**src/rtl/at24c02_pkg.sv**
```systemverilog
// Shared types and constants for the AT24C02 EEPROM target model.
package at24c02_pkg;

  localparam int MEM_BYTES = 256;
  localparam logic [6:0] DEFAULT_DEV_ADDR = 7'h50;

  typedef enum logic [3:0] {
    ST_IDLE      = 4'd0,
    ST_DEVADDR   = 4'd1,
    ST_DEV_ACK   = 4'd2,
    ST_WADDR     = 4'd3,
    ST_WADDR_ACK = 4'd4,
    ST_WDATA     = 4'd5,
    ST_WDATA_ACK = 4'd6,
    ST_RDATA     = 4'd7,
    ST_RACK      = 4'd8
  } state_t;

endpackage

```
**src/rtl/at24c02_sim_i2c_bus_sync.sv**
```systemverilog
// SCL/SDA synchronizers plus single-cycle SCL edge and START/STOP pulses.
module i2c_bus_sync (
  input  logic clk,
  input  logic rst,
  input  logic scl_i,
  input  logic sda_i,
  output logic sda_s,
  output logic scl_rise,
  output logic scl_fall,
  output logic start_det,
  output logic stop_det
);

  // [0],[1] form the synchronizer, [2] holds the previous synchronized level.
  logic [2:0] scl_p;
  logic [2:0] sda_p;

  always_ff @(posedge clk) begin
    if (rst) begin
      scl_p <= 3'b111;
      sda_p <= 3'b111;
    end else begin
      scl_p <= {scl_p[1:0], scl_i};
      sda_p <= {sda_p[1:0], sda_i};
    end
  end

  assign sda_s     = sda_p[1];
  assign scl_rise  =  scl_p[1] & ~scl_p[2];
  assign scl_fall  = ~scl_p[1] &  scl_p[2];
  assign start_det =  sda_p[2] & ~sda_p[1] & scl_p[1] & scl_p[2];
  assign stop_det  = ~sda_p[2] &  sda_p[1] & scl_p[1] & scl_p[2];

endmodule

```
**src/rtl/at24c02_sim.sv**
```systemverilog
// AT24C02 (256x8) I2C EEPROM target with write-cycle busy window.
// Optional write-protect input enabled by defining AT24C02_WP_EN.
module at24c02_sim
  import at24c02_pkg::*;
#(
  parameter logic [6:0] DEV_ADDR   = DEFAULT_DEV_ADDR,
  parameter int         PAGE_BYTES = 8,
  parameter int         TWR_CYCLES = 500
) (
  input  logic       clk,
  input  logic       rst,
  input  logic       scl_i,
  input  logic       sda_i,
  output logic       sda_o,
  output logic       sda_oe,
`ifdef AT24C02_WP_EN
  input  logic       wp,
`endif
  output logic [3:0] dbg_state
);

  localparam logic [7:0] PAGE_MASK = 8'(PAGE_BYTES - 1);

  logic sda_s, scl_rise, scl_fall, start_det, stop_det;

  i2c_bus_sync u_sync (
    .clk       (clk),
    .rst       (rst),
    .scl_i     (scl_i),
    .sda_i     (sda_i),
    .sda_s     (sda_s),
    .scl_rise  (scl_rise),
    .scl_fall  (scl_fall),
    .start_det (start_det),
    .stop_det  (stop_det)
  );

  state_t      state;
  logic [3:0]  cnt;
  logic [7:0]  sh;
  logic [7:0]  ptr;
  logic        rw;
  logic        m_ack;
  logic        wrote;
  logic [31:0] busy;
  logic        wp_blk;
  logic        byte_done;
  logic        mem_we;
  logic [7:0]  rd_byte;

  // Power-up contents model an erased part; reset deliberately leaves them alone.
  logic [7:0] mem [0:MEM_BYTES-1] = '{default: 8'hFF};

`ifdef AT24C02_WP_EN
  assign wp_blk = wp;
`else
  assign wp_blk = 1'b0;
`endif

  assign byte_done = scl_fall && (cnt == 4'd8);
  assign mem_we    = (state == ST_WDATA) && byte_done && !start_det && !stop_det && !wp_blk;
  assign rd_byte   = mem[ptr];
  assign sda_o     = 1'b0;
  assign dbg_state = state;

  always_ff @(posedge clk) begin
    if (mem_we) mem[ptr] <= sh;
  end

  always_ff @(posedge clk) begin
    if (rst) begin
      state  <= ST_IDLE;
      cnt    <= 4'd0;
      sh     <= 8'd0;
      ptr    <= 8'd0;
      rw     <= 1'b0;
      m_ack  <= 1'b0;
      wrote  <= 1'b0;
      busy   <= 32'd0;
      sda_oe <= 1'b0;
    end else begin
      if (busy != 32'd0) busy <= busy - 32'd1;
      if (start_det) begin
        state  <= ST_DEVADDR;
        cnt    <= 4'd0;
        sh     <= 8'd0;
        sda_oe <= 1'b0;
      end else if (stop_det) begin
        state  <= ST_IDLE;
        cnt    <= 4'd0;
        sda_oe <= 1'b0;
        wrote  <= 1'b0;
        if (wrote) busy <= 32'(TWR_CYCLES);
      end else begin
        case (state)
          ST_IDLE: ;
          ST_DEVADDR, ST_WADDR, ST_WDATA: begin
            if (scl_rise && cnt < 4'd8) begin
              sh  <= {sh[6:0], sda_s};
              cnt <= cnt + 4'd1;
            end else if (byte_done) begin
              cnt <= 4'd0;
              if (state == ST_DEVADDR) begin
                // Busy devices ignore their own address, so the master polls with NACKs.
                if (sh[7:1] == DEV_ADDR && busy == 32'd0) begin
                  sda_oe <= 1'b1;
                  rw     <= sh[0];
                  state  <= ST_DEV_ACK;
                end else begin
                  state  <= ST_IDLE;
                end
              end else if (state == ST_WADDR) begin
                ptr    <= sh;
                sda_oe <= 1'b1;
                state  <= ST_WADDR_ACK;
              end else begin
                ptr    <= (ptr & ~PAGE_MASK) | ((ptr + 8'd1) & PAGE_MASK);
                sda_oe <= 1'b1;
                if (!wp_blk) wrote <= 1'b1;
                state  <= ST_WDATA_ACK;
              end
            end
          end
          ST_DEV_ACK: begin
            if (scl_fall) begin
              cnt <= 4'd0;
              if (rw) begin
                sh     <= rd_byte;
                sda_oe <= ~rd_byte[7];
                state  <= ST_RDATA;
              end else begin
                sda_oe <= 1'b0;
                state  <= ST_WADDR;
              end
            end
          end
          ST_WADDR_ACK, ST_WDATA_ACK: begin
            if (scl_fall) begin
              sda_oe <= 1'b0;
              cnt    <= 4'd0;
              state  <= ST_WDATA;
            end
          end
          ST_RDATA: begin
            if (scl_fall) begin
              cnt <= cnt + 4'd1;
              if (cnt == 4'd7) begin
                sda_oe <= 1'b0;
                ptr    <= ptr + 8'd1;
                state  <= ST_RACK;
              end else begin
                sda_oe <= ~sh[6];
                sh     <= {sh[6:0], 1'b0};
              end
            end
          end
          ST_RACK: begin
            if (scl_rise) begin
              m_ack <= ~sda_s;
            end else if (scl_fall) begin
              cnt <= 4'd0;
              if (m_ack) begin
                sh     <= rd_byte;
                sda_oe <= ~rd_byte[7];
                state  <= ST_RDATA;
              end else begin
                state  <= ST_IDLE;
              end
            end
          end
          default: state <= ST_IDLE;
        endcase
      end
    end
  end

endmodule

```
**config.mk**
```make
export PLATFORM = sky130hd
export DESIGN_NAME = at24c02_sim
export DESIGN_NICKNAME = d
export VERILOG_FILES = /design/src/rtl/at24c02_pkg.sv /design/src/rtl/at24c02_sim_i2c_bus_sync.sv /design/src/rtl/at24c02_sim.sv
export SDC_FILE = /design/constraint.sdc
export NUM_CORES = 2
export LEC_CHECK = 0
export BUFFER_PORTS_ARGS = -buffer_cell sky130_fd_sc_hd__buf_2
export CAP_MARGIN = 20
export CORE_ASPECT_RATIO = 1.1
export CORE_UTILIZATION = 57
export CTS_CLUSTER_DIAMETER = 30
export DETAILED_ROUTE_END_ITERATION = 7
export PLACE_DENSITY = 0.73
export SYNTH_ARGS = -nofsm -noshare
export SYNTH_HDL_FRONTEND = slang
export SYNTH_HIERARCHICAL = 1
export SYNTH_SLANG_ARGS = --single-unit
export TNS_END_PERCENT = 1
```
**constraint.sdc**
```tcl
create_clock -name clk -period 10.1 [get_ports clk]
set_input_delay 1.01 -clock clk [delete_from_list [all_inputs] [get_ports clk]]
set_output_delay 1.01 -clock clk [all_outputs]
set_load 0.005 [all_outputs]
```
==> metrics.txt <==
# TYPE chip_impl_metric gauge
chip_impl_metric{name="layout_min_cycle_time",unit="ns"} 4.89
chip_impl_metric{name="mappedNetlistArea",unit="µm²"} 83200
chip_impl_metric{name="cell_variety_after_synth",unit=""} 74
chip_impl_metric{name="design.core.area",unit="µm²"} 144000
chip_impl_metric{name="synth-seq-area-share",unit="%"} 75.7
chip_impl_metric{name="whs_path_depth",unit=""} 2
chip_impl_metric{name="num_io_pins",unit=""} 10
chip_impl_info{name="clock_tree_from_tritoncts",value="yes"} 1
chip_impl_metric{name="ys_ff_latch",unit=""} 2122
chip_impl_metric{name="synth-async-reset-ratio",unit="%"} 0
chip_impl_metric{name="areaGrowthSynthToFinish",unit="%"} 17.9
chip_impl_metric{name="critPathMaxFanout",unit=""} 16
chip_impl_info{name="hold-path-endpoint",value="u_sync/scl_p[0]"} 1
chip_impl_metric{name="worst_path_largest_cell_delay",unit="ns"} 1.02
chip_impl_metric{name="ctsHtreeMaxLevel",unit=""} 5
chip_impl_info{name="most_common_library_cell_in_the_layout_ignoring_fill_and_taps",value="sky130_fd_sc_hd__edfxtp_1"} 1
chip_impl_metric{name="finish.cell_count_without_fillers",unit=""} 6519
chip_impl_info{name="layout_common_cells",value="2048 x sky130_fd_sc_hd__edfxtp_1, 554 x sky130_fd_sc_hd__mux4_2, 393 x sky130_fd_sc_hd__clkbuf_16, 333 x sky130_fd_sc_hd__nor2_1, 151 x sky130_fd_sc_hd__nand2_1"} 1
chip_impl_metric{name="grt_start_max_net_pins",unit=""} 205
chip_impl_metric{name="grt.overflow.total",unit=""} 0
chip_impl_metric{name="power.static_leakage",unit="nW"} 34.2
chip_impl_metric{name="final.fill_count",unit=""} 8532
chip_impl_metric{name="m1WireLength",unit="mm"} 76.8
chip_impl_metric{name="tritoncts.num_buffers",unit=""} 387
chip_impl_metric{name="grt_antenna_before_repair",unit=""} 5
chip_impl_metric{name="post_drt_wl_per_cell",unit="µm"} 33.7
chip_impl_info{name="worstHoldPathType",value="in -> reg"} 1
chip_impl_metric{name="grt_pass1_vias",unit=""} 44800
chip_impl_metric{name="rd_place_congestion",unit=""} 0.908
chip_impl_info{name="cp-start-kind",value="flop"} 1
chip_impl_metric{name="max_slew_margin",unit="%"} 12.2
chip_impl_metric{name="die_outline_area",unit="µm²"} 147000
chip_impl_metric{name="route.antenna.remaining_nets",unit=""} 0
chip_impl_metric{name="final_nets",unit=""} 4297
chip_impl_info{name="rsz0062_at_grt",value="no"} 1
chip_impl_metric{name="vias",unit=""} 43600
chip_impl_info{name="crit_path_end_kind",value="flop"} 1
chip_impl_metric{name="route.detailed.drc",unit=""} 1
chip_impl_metric{name="clock_sink_count",unit=""} 2122
chip_impl_metric{name="wire_length_of_the_first_global_routing_pass",unit="mm"} 317
chip_impl_info{name="status",value="complete, but fails checks"} 1
chip_impl_metric{name="reg2reg_depth",unit=""} 6
chip_impl_metric{name="warning_count_from_the_yosys_run",unit=""} 6
chip_impl_metric{name="cts_max_path_buffers",unit=""} 4
chip_impl_metric{name="cap_viol_max_count",unit=""} 0
chip_impl_metric{name="wire_length_on_met2",unit="mm"} 105
chip_impl_metric{name="place.detailed.instances",unit=""} 5815
chip_impl_metric{name="grt_use_total",unit="%"} 30.1
chip_impl_metric{name="finalSetupViolCount",unit=""} 0
chip_impl_metric{name="cts_hold_buf",unit=""} 0
chip_impl_metric{name="dp_hpwl",unit="mm"} 121
chip_impl_info{name="cell_chosen_for_the_clock_root",value="sky130_fd_sc_hd__clkbuf_16"} 1
chip_impl_metric{name="dr.first_iter.drc_count",unit=""} 7180
chip_impl_metric{name="worst_ir_drop_vdd",unit="mV"} 0.162
chip_impl_metric{name="postCtsSetupBuffers",unit=""} 0
chip_impl_info{name="critical-path-top-cell-by-count",value="sky130_fd_sc_hd__nor2_1"} 1
chip_impl_metric{name="floorplan.initialDensity",unit="%"} 57.6
chip_impl_metric{name="first_pass_iters",unit=""} 8
chip_impl_metric{name="final_min_period_over_clock_period",unit="%"} 48.5
chip_impl_metric{name="die_x",unit="µm"} 366
chip_impl_metric{name="finalMaxSlewViolations",unit=""} 0
chip_impl_info{name="highest_layer",value="met5"} 1
chip_impl_metric{name="postSynthAreaPerCell",unit="µm²"} 20.6
chip_impl_metric{name="met3WireLength",unit="mm"} 25.5
chip_impl_info{name="timing.hold.worst.start",value="scl_i"} 1
chip_impl_metric{name="drive_above_1_share",unit="%"} 28.7
chip_impl_metric{name="core.rowCount",unit=""} 146
chip_impl_metric{name="synth-edff-count",unit=""} 2048
chip_impl_info{name="timing.critical_path.cells",value="nor2b_1 > and4b_1 > nand4_1 > nor2_1 > nand2_1 > nor2_1"} 1
chip_impl_metric{name="clkLatencyLatePin",unit="ns"} 0.96
chip_impl_info{name="reg2reg_from",value="u_sync/scl_p[2]"} 1
chip_impl_info{name="reg2reg_to",value="mem[208][0]"} 1
chip_impl_info{name="violated_checks",value="DRC"} 1
chip_impl_metric{name="final_wirelength",unit="mm"} 220
chip_impl_metric{name="floorplan.die.height",unit="µm"} 403
chip_impl_metric{name="dr_vias_cell",unit=""} 6.69
chip_impl_metric{name="cts.reportedPaths.clkPinSlew",unit="ns"} 0.05
chip_impl_metric{name="worstPathArrival",unit="ns"} 5.43
chip_impl_metric{name="fin_setup_tns",unit="ns"} 0
chip_impl_metric{name="power_density",unit="nW/µm²"} 231
chip_impl_metric{name="reg2reg_slack",unit="ns"} 5.21
chip_impl_info{name="setup.worst_path.class",value="reg -> reg"} 1
chip_impl_metric{name="tightestPinTransition",unit="ns"} 1.30
chip_impl_info{name="synth_ff_type",value="sky130_fd_sc_hd__edfxtp_1"} 1
chip_impl_info{name="critical-path-top-delay-family",value="simple AND/OR/NAND/NOR gates"} 1
chip_impl_metric{name="synth_cells",unit=""} 4043
chip_impl_metric{name="cts_repair_resize_count",unit=""} 0
chip_impl_metric{name="hold_violations",unit=""} 0
chip_impl_info{name="critical_path.slowest_cell",value="sky130_fd_sc_hd__nor2_1"} 1
chip_impl_metric{name="net_count_after_synthesis",unit=""} 4055
chip_impl_metric{name="achievable-frequency",unit="MHz"} 204
chip_impl_metric{name="worst-endpoint-required",unit="ns"} 10.64
chip_impl_metric{name="port_buffers",unit=""} 8
chip_impl_metric{name="path_buf_inv",unit=""} 0
chip_impl_metric{name="fin_skew",unit="ns"} 0.0690
## cell type report
| type | instances | area, µm² | share of cell area, % |
|---|---|---|---|
| Clock buffer | 426 | 9980 | 10.2 |
| Timing Repair Buffer | 83 | 753 | 0.768 |
| Inverter | 19 | 76.3 | 0.0778 |
| Multi-Input combinational cell | 1672 | 19100 | 19.4 |
| Tap cell | 1924 | 2410 | 2.46 |
| Antenna cell | 3 | 7.51 | 0.00766 |
| Sequential cell | 2122 | 63000 | 64.3 |
| Clock inverter | 270 | 2740 | 2.80 |
## power by group
group          internal, mW  switching, mW
logic                 0.167          0.249
registers              9.57         0.0512
clock network          8.13           4.51
## worst max-delay path by stage
stage                    startpoint           to  slack [ns]  cells after the start
floorplan                     sh[7]       sda_oe        5.36                      5
global placement    u_sync/scl_p[2]   mem[20][1]        5.43                      6
detailed placement  u_sync/scl_p[2]   mem[20][1]        5.31                      6
CTS                 u_sync/scl_p[2]   mem[20][3]        5.23                      6
global route        u_sync/scl_p[2]  mem[208][0]        5.05                      6
finish              u_sync/scl_p[2]  mem[208][0]        5.21                      6
## Yosys cell counts, drive strengths merged (32+ instances only)
cell / number / area (µm²)
nor2: 333 / 1250
mux4: 554 / 12500
clkbuf: 101 / 379
o21ai: 32 / 160
mux2i: 113 / 1130
a21oi: 58 / 290
edfxtp: 2048 / 61500
buf: 129 / 729
nand2: 155 / 582
dfxtp: 74 / 1480
nand3: 43 / 215
## routing by layer
layer	track usage [%]	vias to the layer above
met5	0.0978	-
met4	15.8	6
met3	9.05	641
met2	47.0	3069
met1	38.6	22500
li1	-	17400
## cells by family after synthesis
logic type	count (synthesis)	share of synthesized area [%]
adder cells (fa/ha/maj)	8	0.120
multiplexers	682	16.6
AO/OA/AOI/OAI	262	2.19
flip-flops	2122	75.7
other	1	0.00451
XOR/XNOR	25	0.263
buffers and inverters	249	1.42
AND/OR/NAND/NOR	694	3.74
## metrics by stage
stage | instance area, µm² | util (%) | hold slack [ns] | setup slack, ns | power, mW
floorplan | 83200 | - | 0.383 | 5.36 | 10.1
global placement | 85200 | 59.0 | 0.440 | 5.43 | 10.2
detailed placement | 85300 | 59.0 | 0.420 | 5.31 | 10.2
CTS | 98000 | 67.8 | 0.209 | 5.23 | 22.7
global route | 98000 | 67.9 | 0.228 | 5.05 | 23.2
finish | 98100 | 67.9 | 0.254 | 5.21 | 22.7
## state kept, by name, indices dropped and copies added, names as in the netlist, named ones only
| register | cells |
|---|---|
| rw | 1 |
| wrote | 1 |
| mem | 2048 |
| dbg_state | 4 |
| u_sync/sda_p | 3 |
| busy | 32 |
| ptr | 8 |
| cnt | 4 |
| m_ack | 1 |
| sda_oe | 1 |
| u_sync/scl_p | 3 |
| sh | 8 |
No activity file was read; power rests on OpenSTA's default activity.
